--- src/rtl/dmem_arb_pkg.sv ---
// Shared definitions for the data-memory arbiter: FSM encoding, default widths
// and the read data returned when the memory watchdog abandons an access.
package dmem_arb_pkg;

    typedef enum logic [1:0] {
        ST_IDLE     = 2'd0,
        ST_CPU_ACC  = 2'd1,
        ST_CPU_RESP = 2'd2,
        ST_DBG_ACC  = 2'd3
    } arb_state_t;

    localparam int ARB_ADDR_W       = 64;
    localparam int ARB_DATA_W       = 64;
    localparam int ARB_STARVE_LIMIT = 4;

    localparam logic [63:0] ARB_TIMEOUT_FILL = 64'hDEAD_DEAD_DEAD_DEAD;

endpackage

--- src/rtl/dmem_arb_starve_ctr.sv ---
// Saturating count of CPU wins while the debug port waits; clear has priority
// over increment, and o_at_limit forces the next arbitration to the debug port.
module dmem_arb_starve_ctr
    import dmem_arb_pkg::*;
#(
    parameter int LIMIT = ARB_STARVE_LIMIT
) (
    input  logic clock,
    input  logic reset,
    input  logic i_clr,
    input  logic i_inc,
    output logic o_at_limit
);

    localparam logic [3:0] LIM = 4'(LIMIT);

    logic [3:0] r_cnt;

    always_ff @(posedge clock) begin
        if (reset || i_clr) begin
            r_cnt <= 4'd0;
        end else if (i_inc && (r_cnt != LIM)) begin
            r_cnt <= r_cnt + 4'd1;
        end
    end

    assign o_at_limit = (r_cnt == LIM);

endmodule

--- src/rtl/dmem_arbiter.sv ---
// Arbitrates the single-port data memory between the CPU MEM stage (priority)
// and a debug/loader port. Optional mem_ack watchdog: DMEM_ARB_TIMEOUT_EN.
module dmem_arbiter
    import dmem_arb_pkg::*;
#(
    parameter int ADDR_W         = ARB_ADDR_W,
    parameter int DATA_W         = ARB_DATA_W,
    parameter int STARVE_LIMIT   = ARB_STARVE_LIMIT,
    parameter int TIMEOUT_CYCLES = 16
) (
    input  logic              clock,
    input  logic              reset,
    input  logic              cpu_mem_read,
    input  logic              cpu_mem_write,
    input  logic [ADDR_W-1:0] cpu_addr,
    input  logic [DATA_W-1:0] cpu_wdata,
    output logic [DATA_W-1:0] cpu_rdata,
    output logic              cpu_stall,
    input  logic              dbg_req,
    input  logic              dbg_we,
    input  logic [ADDR_W-1:0] dbg_addr,
    input  logic [DATA_W-1:0] dbg_wdata,
    output logic              dbg_gnt,
    output logic              dbg_rvalid,
    output logic [DATA_W-1:0] dbg_rdata,
    output logic              mem_req,
    output logic              mem_we,
    output logic [ADDR_W-1:0] mem_addr,
    output logic [DATA_W-1:0] mem_wdata,
    input  logic [DATA_W-1:0] mem_rdata,
    input  logic              mem_ack,
    output logic              arb_timeout_err
);

    arb_state_t        r_state, w_state_nxt;
    logic              w_cpu_req, w_dbg_win, w_at_limit;
    logic              w_cpu_grant, w_dbg_grant;
    logic              w_done, w_timeout;
    logic [DATA_W-1:0] w_rdata;

    logic              r_mem_req, r_mem_we, r_dbg_rvalid;
    logic [ADDR_W-1:0] r_mem_addr;
    logic [DATA_W-1:0] r_mem_wdata, r_cpu_rdata, r_dbg_rdata;

    assign w_cpu_req = cpu_mem_read | cpu_mem_write;
    assign w_dbg_win = dbg_req & (~w_cpu_req | w_at_limit);
    assign w_done    = mem_ack | w_timeout;

    dmem_arb_starve_ctr #(.LIMIT(STARVE_LIMIT)) u_starve (
        .clock      (clock),
        .reset      (reset),
        .i_clr      (~dbg_req | w_dbg_grant),
        .i_inc      (w_cpu_grant & dbg_req),
        .o_at_limit (w_at_limit)
    );

    always_ff @(posedge clock) begin
        if (reset) r_state <= ST_IDLE;
        else       r_state <= w_state_nxt;
    end

    always_comb begin
        w_state_nxt = r_state;
        w_cpu_grant = 1'b0;
        w_dbg_grant = 1'b0;
        case (r_state)
            ST_IDLE: begin
                if (w_dbg_win) begin
                    w_state_nxt = ST_DBG_ACC;
                    w_dbg_grant = 1'b1;
                end else if (w_cpu_req) begin
                    w_state_nxt = ST_CPU_ACC;
                    w_cpu_grant = 1'b1;
                end
            end
            ST_CPU_ACC:  if (w_done) w_state_nxt = ST_CPU_RESP;
            // The instruction's request is still high here; it must not re-issue.
            ST_CPU_RESP: w_state_nxt = ST_IDLE;
            ST_DBG_ACC:  if (w_done) w_state_nxt = ST_IDLE;
            default:     w_state_nxt = ST_IDLE;
        endcase
    end

    always_ff @(posedge clock) begin
        if (reset) begin
            r_mem_req    <= 1'b0;
            r_mem_we     <= 1'b0;
            r_mem_addr   <= '0;
            r_mem_wdata  <= '0;
            r_cpu_rdata  <= '0;
            r_dbg_rdata  <= '0;
            r_dbg_rvalid <= 1'b0;
        end else begin
            r_dbg_rvalid <= 1'b0;
            if (w_dbg_grant) begin
                r_mem_req   <= 1'b1;
                r_mem_we    <= dbg_we;
                r_mem_addr  <= dbg_addr;
                r_mem_wdata <= dbg_wdata;
            end else if (w_cpu_grant) begin
                r_mem_req   <= 1'b1;
                r_mem_we    <= cpu_mem_write;
                r_mem_addr  <= cpu_addr;
                r_mem_wdata <= cpu_wdata;
            end
            if ((r_state == ST_CPU_ACC) && w_done) begin
                r_mem_req <= 1'b0;
                if (!r_mem_we) r_cpu_rdata <= w_rdata;
            end
            if ((r_state == ST_DBG_ACC) && w_done) begin
                r_mem_req    <= 1'b0;
                r_dbg_rdata  <= w_rdata;
                r_dbg_rvalid <= 1'b1;
            end
        end
    end

`ifdef DMEM_ARB_TIMEOUT_EN
    localparam int WD_W = $clog2(TIMEOUT_CYCLES) + 1;

    logic [WD_W-1:0] r_wd_cnt;
    logic            r_timeout_err;

    // r_wd_cnt is the number of un-acked request cycles already elapsed.
    assign w_timeout = r_mem_req & ~mem_ack & (r_wd_cnt == WD_W'(TIMEOUT_CYCLES - 1));

    always_ff @(posedge clock) begin
        if (reset) begin
            r_wd_cnt      <= '0;
            r_timeout_err <= 1'b0;
        end else if (r_mem_req && !mem_ack && !w_timeout) begin
            r_wd_cnt <= r_wd_cnt + 1'b1;
        end else begin
            r_wd_cnt <= '0;
            if (w_timeout) r_timeout_err <= 1'b1;
        end
    end

    assign w_rdata         = w_timeout ? DATA_W'(ARB_TIMEOUT_FILL) : mem_rdata;
    assign arb_timeout_err = r_timeout_err;
`else
    logic w_unused_tmo;
    assign w_unused_tmo    = (TIMEOUT_CYCLES != 0);
    assign w_timeout       = 1'b0;
    assign w_rdata         = mem_rdata;
    assign arb_timeout_err = 1'b0;
`endif

    assign cpu_stall  = w_cpu_req & (r_state != ST_CPU_RESP);
    assign dbg_gnt    = w_dbg_grant & ~reset;
    assign dbg_rvalid = r_dbg_rvalid;
    assign dbg_rdata  = r_dbg_rdata;
    assign cpu_rdata  = r_cpu_rdata;
    assign mem_req    = r_mem_req;
    assign mem_we     = r_mem_we;
    assign mem_addr   = r_mem_addr;
    assign mem_wdata  = r_mem_wdata;

endmodule

--- config.mk ---
export PLATFORM = sky130hd
export DESIGN_NAME = dmem_arbiter
export DESIGN_NICKNAME = d
export VERILOG_FILES = /design/src/rtl/dmem_arb_pkg.sv /design/src/rtl/dmem_arb_starve_ctr.sv /design/src/rtl/dmem_arbiter.sv
export SDC_FILE = /design/constraint.sdc
export NUM_CORES = 1
export LEC_CHECK = 0
export CAP_MARGIN = 30
export CORE_AREA = 8 8 226 228
export CTS_CLUSTER_SIZE = 28
export DETAILED_ROUTE_END_ITERATION = 12
export DIE_AREA = 0 0 234 236
export GPL_TIMING_DRIVEN = 0
export PLACE_DENSITY = 0.6
export RECOVER_POWER = 100
export SKIP_LAST_GASP = 1
export SLEW_MARGIN = 40
export SYNTH_ARGS = -nofsm -noshare
export SYNTH_HDL_FRONTEND = slang
export SYNTH_HIERARCHICAL = 1
export SYNTH_SLANG_ARGS = --single-unit
--- constraint.sdc ---
create_clock -name clock -period 2.55 [get_ports clock]
set_input_delay 0.3825 -clock clock [delete_from_list [all_inputs] [get_ports clock]]
set_output_delay 0.3825 -clock clock [all_outputs]
set_load 0.02 [all_outputs]
==> results.py, run 1 <==
metrics = {
    "power": {
        "p_leak_nw": 6.65,
        "p_sw_frac": 0.301,
        "finalPower_mw": 12.6,
        "p_per_area_nw_per_um2": 665,
        "ir_drop_mv": 0.465,
        "p_clk_frac": 0.382,
        "p_int_mw": 8.79,
        "power_frac_comb": 0.245,
        "seqPwrFrac": 0.373,
        "switchingPower_mw": 3.78,
    },
    "placed_design": {
        "port_buffers": 587,
        "dp_hpwl_mm": 45.8,
        "pre_cts_slack_ns": -1.45,
        "routabilityCongestion": 0.868,
    },
    "setup_path": {
        "endpoint_kind": "output pin",
        "reg2reg_slack_ns": 0.07,
        "r2r_end": "mem_addr[20]$_SDFFE_PP0P_",
        "rr_worst_depth": 7,
        "slowest_delay_ns": 0.36,
        "critPathLaunchType": "flop",
        "cp_cell_sequence": "inv_1 > ha_1 > nand3b_1 > inv_2 > o21bai_4 > buf_8 > nand2_2 > nor2_1 > buf_4",
        "crit_type": "reg2out",
        "cp_data_required_time_ns": 2.17,
        "reg2reg_from": "r_state[0]$_SDFFE_PP0P_",
        "arrival_ns": 2.12,
        "slowest_stage": "dfxtp_2",
        "crit_fanout": 5,
    },
    "die": {
        "rows": 80,
        "design.portCount": 589,
        "fp.dieH_um": 236,
        "start_util": 0.232,
        "die_area_um2": 55200,
        "core_area_um2": 47300,
        "chipWidth_um": 234,
    },
    "route": {
        "vias_per_cell": 5.00,
        "antenna_left": 0,
        "dr_total_vias": 13212,
        "drt-total-wl_mm": 58.6,
        "drc": 0,
        "drt_iter0_drc": 752,
        "routedWlPerCell_um": 22.2,
        "dr.pass1.iters": 5,
    },
    "timing": {
        "setup_ws_ns": 0.0448,
        "clock_skew_ns": 0.0104,
        "fin_crit_sh": 0.982,
        "hold_viol": 0,
        "period_minus_slack_ns": 2.51,
        "relSlewSlack": 0.378,
        "worst_slew_pin_slew_ns": 0.934,
        "setup_viol": 0,
        "grt_setup_unrepaired": "yes",
        "timing.fmax_mhz": 399,
        "slew_viol_final": 0,
    },
    "clock_network": {
        "cts_hold_buffers": 0,
        "htreeDepth": 1,
        "cts_tree": "yes",
        "clk_pin_slew_ns": 0.06,
        "cts_buffer_depth": 3,
        "insertion_delay_ns": 0.58,
        "cts_sinks": 265,
        "cts-buffers-inserted": 30,
        "cts_root_buffer": "clkbuf_16",
    },
    "grt": {
        "grt_util_met1": 0.211,
        "overflow": 0,
        "grt_max_degree": 20,
        "busiest_layer": "met2",
        "gr-usage-met3": 0.0708,
        "grt_pass1_wl_mm": 84.7,
        "grtUsageTotal": 0.196,
        "antenna_found_initial": 10,
        "met2_usage": 0.361,
        "grt_pass1_vias": 13498,
    },
    "yosys": {
        "syn_area_um2": 11000,
        "synth_ff_type": "dfxtp_1",
        "synthArstFlopShare": 0,
        "ys_warn_count": 6,
        "synth_cells": 1374,
        "synth_seq_area_share": 0.482,
        "syn-num-nets": 1703,
        "ys_ff_latch": 265,
        "ys_types": 36,
        "synth_area_per_cell_um2": 8.00,
        "synth_edf_count": 0,
    },
    "hold_path": {
        "whs_path_depth": 3,
        "hp-start": "mem_rdata[31]",
        "min_to": "cpu_rdata[31]$_SDFFE_PP0P_",
        "hp-class": "in2reg",
    },
    "finish": {
        "finish.utilization": 0.399,
        "final_nets": 2328,
        "area_growth_pct": 71.9,
        "multi_input_area_um2": 4990,
        "fillers": 4816,
        "layout_common_cells": "456 x clkdlybuf4s50_1, 263 x dfxtp_1, 261 x a21oi_1",
        "final_common_cell": "clkdlybuf4s50_1",
        "seq_area_um2": 5310,
        "drive_gt1_frac": 0.0583,
    },
    "job": {
        "cap_violations": 0,
    },
    "run_status": {
        "status": "completed",
    },
}
[layer usage]
metal	wire length, um	share of wire	up-vias
li1	-	-	6226
met4	1390	0.024	12
met3	5860	0.10	85
met1	21800	0.37	6292
met2	29400	0.50	597
met5	87	0.0015	-
[through the flow]
| step | cell area [um^2] | hold WS [ns] | std cells | setup TNS [ns] |
|---|---|---|---|---|
| after global placement | 17600 | 0.442 | 2576 | -103.60 |
| after floorplan | 11000 | 0.456 | 1374 | 0 |
| final | 18900 | 0.382 | 2643 | 0 |
| after CTS | 18800 | 0.353 | 2635 | -0.0354 |
| after detailed placement | 17600 | 0.447 | 2576 | -100.72 |
| after global routing | 18900 | 0.374 | 2640 | -0.0849 |
[worst max-delay path: cells and delay by family (launching register included)]
kind	cells	cell delay (ns)
buffers and inverters	4	0.48
adders and majority gates	1	0.21
and+or+nand+nor	3	0.28
DFF	1	0.36
AOI/OAI and AO/OA	1	0.21
[state kept, by name, indices dropped and copies added (netlist names)]
register / cells
u_starve/r_cnt: 4
dbg_rdata: 64
mem_req: 1
dbg_rvalid: 1
mem_we: 1
mem_addr: 64
mem_wdata: 64
cpu_rdata: 64
r_state: 2
[cell type report]
class	instances	area share
Inverter	6	0.00119
Clock inverter	16	0.0126
Timing Repair Buffer	595	0.314
Clock buffer	40	0.0465
Buffer	158	0.0394
Tap cell	615	0.0407
Sequential cell	265	0.281
Antenna cell	5	0.000662
Multi-Input combinational cell	943	0.264
[cells in the mapped netlist (2+ instances only)]
library cell | count | area [um^2]
a21boi_1 | 2 | 15.0
a21oi_1 | 261 | 1310
a311oi_1 | 128 | 1120
buf_1 | 9 | 33.8
buf_2 | 11 | 55.1
buf_6 | 11 | 124
clkbuf_1 | 128 | 480
dfxtp_1 | 265 | 5310
ha_1 | 2 | 25.0
inv_1 | 5 | 18.8
nand2_1 | 259 | 972
nand3_1 | 133 | 666
nor2_1 | 8 | 30.0
o21ai_0 | 129 | 646
o21ai_1 | 2 | 10.0
[power by group through the flow]
stage	Combinational, mW	Clock, mW	Sequential, mW
2_1_floorplan	0.994	0	5.14
3_3_place_gp	3.11	0	4.76
3_5_place_dp	3.12	0	4.77
4_1_cts	3.15	4.89	4.69
5_1_grt	3.27	5.07	4.72
6_report	3.08	4.80	4.68
[cells by family (layout without fill, tap and decap cells)]
family | Yosys count | after routing | synth area share
compound gates | 528 | 528 | 0.287
xor+xnor | 1 | 1 | 0.000797
buf+inv | 166 | 815 | 0.0658
flops | 265 | 265 | 0.482
other cells | 1 | 6 | 0.000341
simple gates | 411 | 411 | 0.162
fa+ha+maj | 2 | 2 | 0.00227
[worst max-delay path by stage]
stage | from | endpoint | slack [ns]
2_1_floorplan | u_starve/r_cnt[0]$_SDFFE_PP0P_ | u_starve/r_cnt[3]$_SDFFE_PP0P_ | 0.34
3_3_place_gp | cpu_mem_write | dbg_gnt | -1.38
3_5_place_dp | reset | dbg_gnt | -1.45
4_1_cts | u_starve/r_cnt[0]$_SDFFE_PP0P_ | dbg_gnt | -0.04
5_1_grt | u_starve/r_cnt[0]$_SDFFE_PP0P_ | dbg_gnt | -0.04
6_report | u_starve/r_cnt[0]$_SDFFE_PP0P_ | dbg_gnt | 0.04
[what timing repair did]
item                       4_1_cts  5_1_grt
pin swaps                        1        0
gates resized for setup         27       22
setup endpoints to repair       93       80
buffers inserted                 5        3
Power figures use the tool's default switching activity.
==> run 2: changes to the inputs <==
--- a/config.mk
+++ b/config.mk
@@ -13,6 +13,7 @@
 export GPL_TIMING_DRIVEN = 0
 export PLACE_DENSITY = 0.6
 export RECOVER_POWER = 100
+export REMOVE_ABC_BUFFERS = 1
 export SKIP_LAST_GASP = 1
 export SLEW_MARGIN = 40
 export SYNTH_ARGS = -nofsm -noshare
==> run 2 against run 1 <==
Routed wire length is 6.5% lower. Power is 5.1% lower. Count of clock-buffer cells in the layout grew 10. Sequential cell count unchanged. Clock skew is 0.020 ns higher. Highest routed layer unchanged.
==> results.py, run 2 (synthesis gave the netlist of run 1 again) <==
metrics = {
    "run_status": {
        "status": "completed",
    },
    "clock_network": {
        "cts-buffers-inserted": 30,
        "insertion_delay_ns": 0.59,
        "cts_tree": "yes",
        "cts_buffer_depth": 3,
        "cts_root_buffer": "clkbuf_16",
        "cts_sinks": 265,
        "htreeDepth": 1,
        "clk_pin_slew_ns": 0.06,
    },
    "finish": {
        "layout_common_cells": "325 x clkdlybuf4s50_1, 261 x a21oi_1, 261 x dfxtp_1, 261 x dlygate4sd3_1, 259 x nand2_1",
        "area_growth_pct": 71.2,
        "final_common_cell": "clkdlybuf4s50_1",
        "final_nets": 2222,
        "drive_gt1_frac": 0.0611,
        "instances_no_fill": 2536,
        "finish.utilization": 0.398,
        "fillers": 4824,
    },
    "power": {
        "switchingPower_mw": 3.62,
        "seqPwrFrac": 0.391,
        "p_per_area_nw_per_um2": 633,
        "p_clk_frac": 0.350,
        "p_leak_nw": 6.99,
        "p_int_mw": 8.30,
        "p_sw_frac": 0.304,
        "power_frac_comb": 0.259,
        "ir_drop_mv": 0.475,
    },
    "grt": {
        "grtUsageTotal": 0.184,
        "antenna_found_initial": 14,
        "grt_pass1_wl_mm": 80.3,
        "grt_pass1_vias": 12718,
        "overflow": 0,
        "grt_max_degree": 97,
    },
    "die": {
        "chipWidth_um": 234,
        "design.portCount": 589,
        "core_area_um2": 47300,
        "die_area_um2": 55200,
        "start_util": 0.232,
        "fp.dieH_um": 236,
        "rows": 80,
    },
    "setup_path": {
        "critPathLaunchType": "flop",
        "arrival_ns": 2.03,
        "crit_fanout": 10,
        "endpoint_kind": "output pin",
        "cp_data_required_time_ns": 2.17,
        "crit_type": "reg2out",
    },
    "timing": {
        "clock_skew_ns": 0.0302,
        "relSlewSlack": 0.0627,
        "slew_viol_final": 0,
        "hold_viol": 0,
        "setup_ws_ns": 0.134,
        "worst_slew_pin_slew_ns": 1.41,
        "period_minus_slack_ns": 2.42,
        "fin_crit_sh": 0.947,
        "timing.fmax_mhz": 414,
        "setup_viol": 0,
        "grt_setup_unrepaired": "no",
        "fin_hold_ws_ns": 0.371,
    },
    "placed_design": {
        "dp_cells": 2467,
        "port_buffers": 587,
        "dp_hpwl_mm": 42.0,
        "routabilityCongestion": 0.804,
        "pre_cts_slack_ns": -0.722,
    },
    "route": {
        "antenna_left": 0,
        "dr_total_vias": 12698,
        "drc": 0,
        "drt_iter0_drc": 841,
        "vias_per_cell": 5.01,
        "drt-total-wl_mm": 54.7,
        "dr.pass1.iters": 5,
        "routedWlPerCell_um": 21.6,
    },
    "hold_path": {
        "hp-class": "in2reg",
    },
    "job": {
        "cap_violations": 0,
    },
}
==> run 2: final timing paths <==
check	start	endpoint	slack (ns)	depth (start not counted)
setup / recovery	r_state[0]$_SDFFE_PP0P_	cpu_stall	0.13	3
hold / removal	mem_rdata[10]	dbg_rdata[10]$_SDFFE_PP0P_	0.37	3
setup reg to reg	r_state[0]$_SDFFE_PP0P_	cpu_rdata[62]$_SDFFE_PP0P_	0.18	9
hold reg to reg	cpu_rdata[49]$_SDFFE_PP0P_	cpu_rdata[49]$_SDFFE_PP0P_	0.45	2
==> run 2: power by group through the flow <==
stage                     sequential, mW  combinational [mW]  clock [mW]
after detailed placement            4.76                3.21           0
after global placement              4.75                3.07           0
after CTS                           4.68                3.22        4.30
after floorplan                     5.15               0.851           0
final                               4.66                3.09        4.17
after global routing                4.71                3.28        4.45
==> run 2: metal layers <==
layer | part of all wire | wire length [um] | global-route usage | vias up
li1 | - | - | - | 6003
met1 | 0.37 | 20500 | 0.200 | 5998
met2 | 0.46 | 25300 | 0.311 | 586
met3 | 0.12 | 6520 | 0.0832 | 103
met4 | 0.044 | 2380 | 0.0698 | 8
met5 | 0.00086 | 47 | 0 | -
==> run 2: final cells by class <==
type / instances / area (um^2) / share of cell area
Antenna cell: 7 / 17.5 / 0.000930
Clock buffer: 50 / 916 / 0.0486
Clock inverter: 3 / 26.3 / 0.00140
Inverter: 6 / 22.5 / 0.00120
Multi-Input combinational cell: 943 / 5030 / 0.267
Sequential cell: 265 / 5310 / 0.282
Tap cell: 615 / 769 / 0.0409
Timing Repair Buffer: 647 / 6740 / 0.358
==> run 2: what timing repair did <==
action,CTS,global route
cloned,0,1
buffers inserted,3,6
gates resized for setup,6,5
hold endpoints to repair,1,0
pin swaps,3,2
hold buffers,1,0
endpoints found under the setup margin,81,66
==> run 2: critical path, cell delays in order, from the launching register on <==
cell and delay (ns):
dfxtp_2 0.51, inv_1 0.10, a21oi_1 0.18, clkdlybuf4s50_1 0.65
==> run 2: stage by stage <==
step | TNS [ns] | total power, mW | cell area (um^2)
3_3_place_gp | -2262.50 | 7.82 | 16900
6_report | 0 | 11.9 | 18800
4_1_cts | 0 | 12.2 | 18800
3_5_place_dp | -39.62 | 7.97 | 17900
5_1_grt | 0 | 12.4 | 18800
2_1_floorplan | -817.31 | 6.00 | 10300
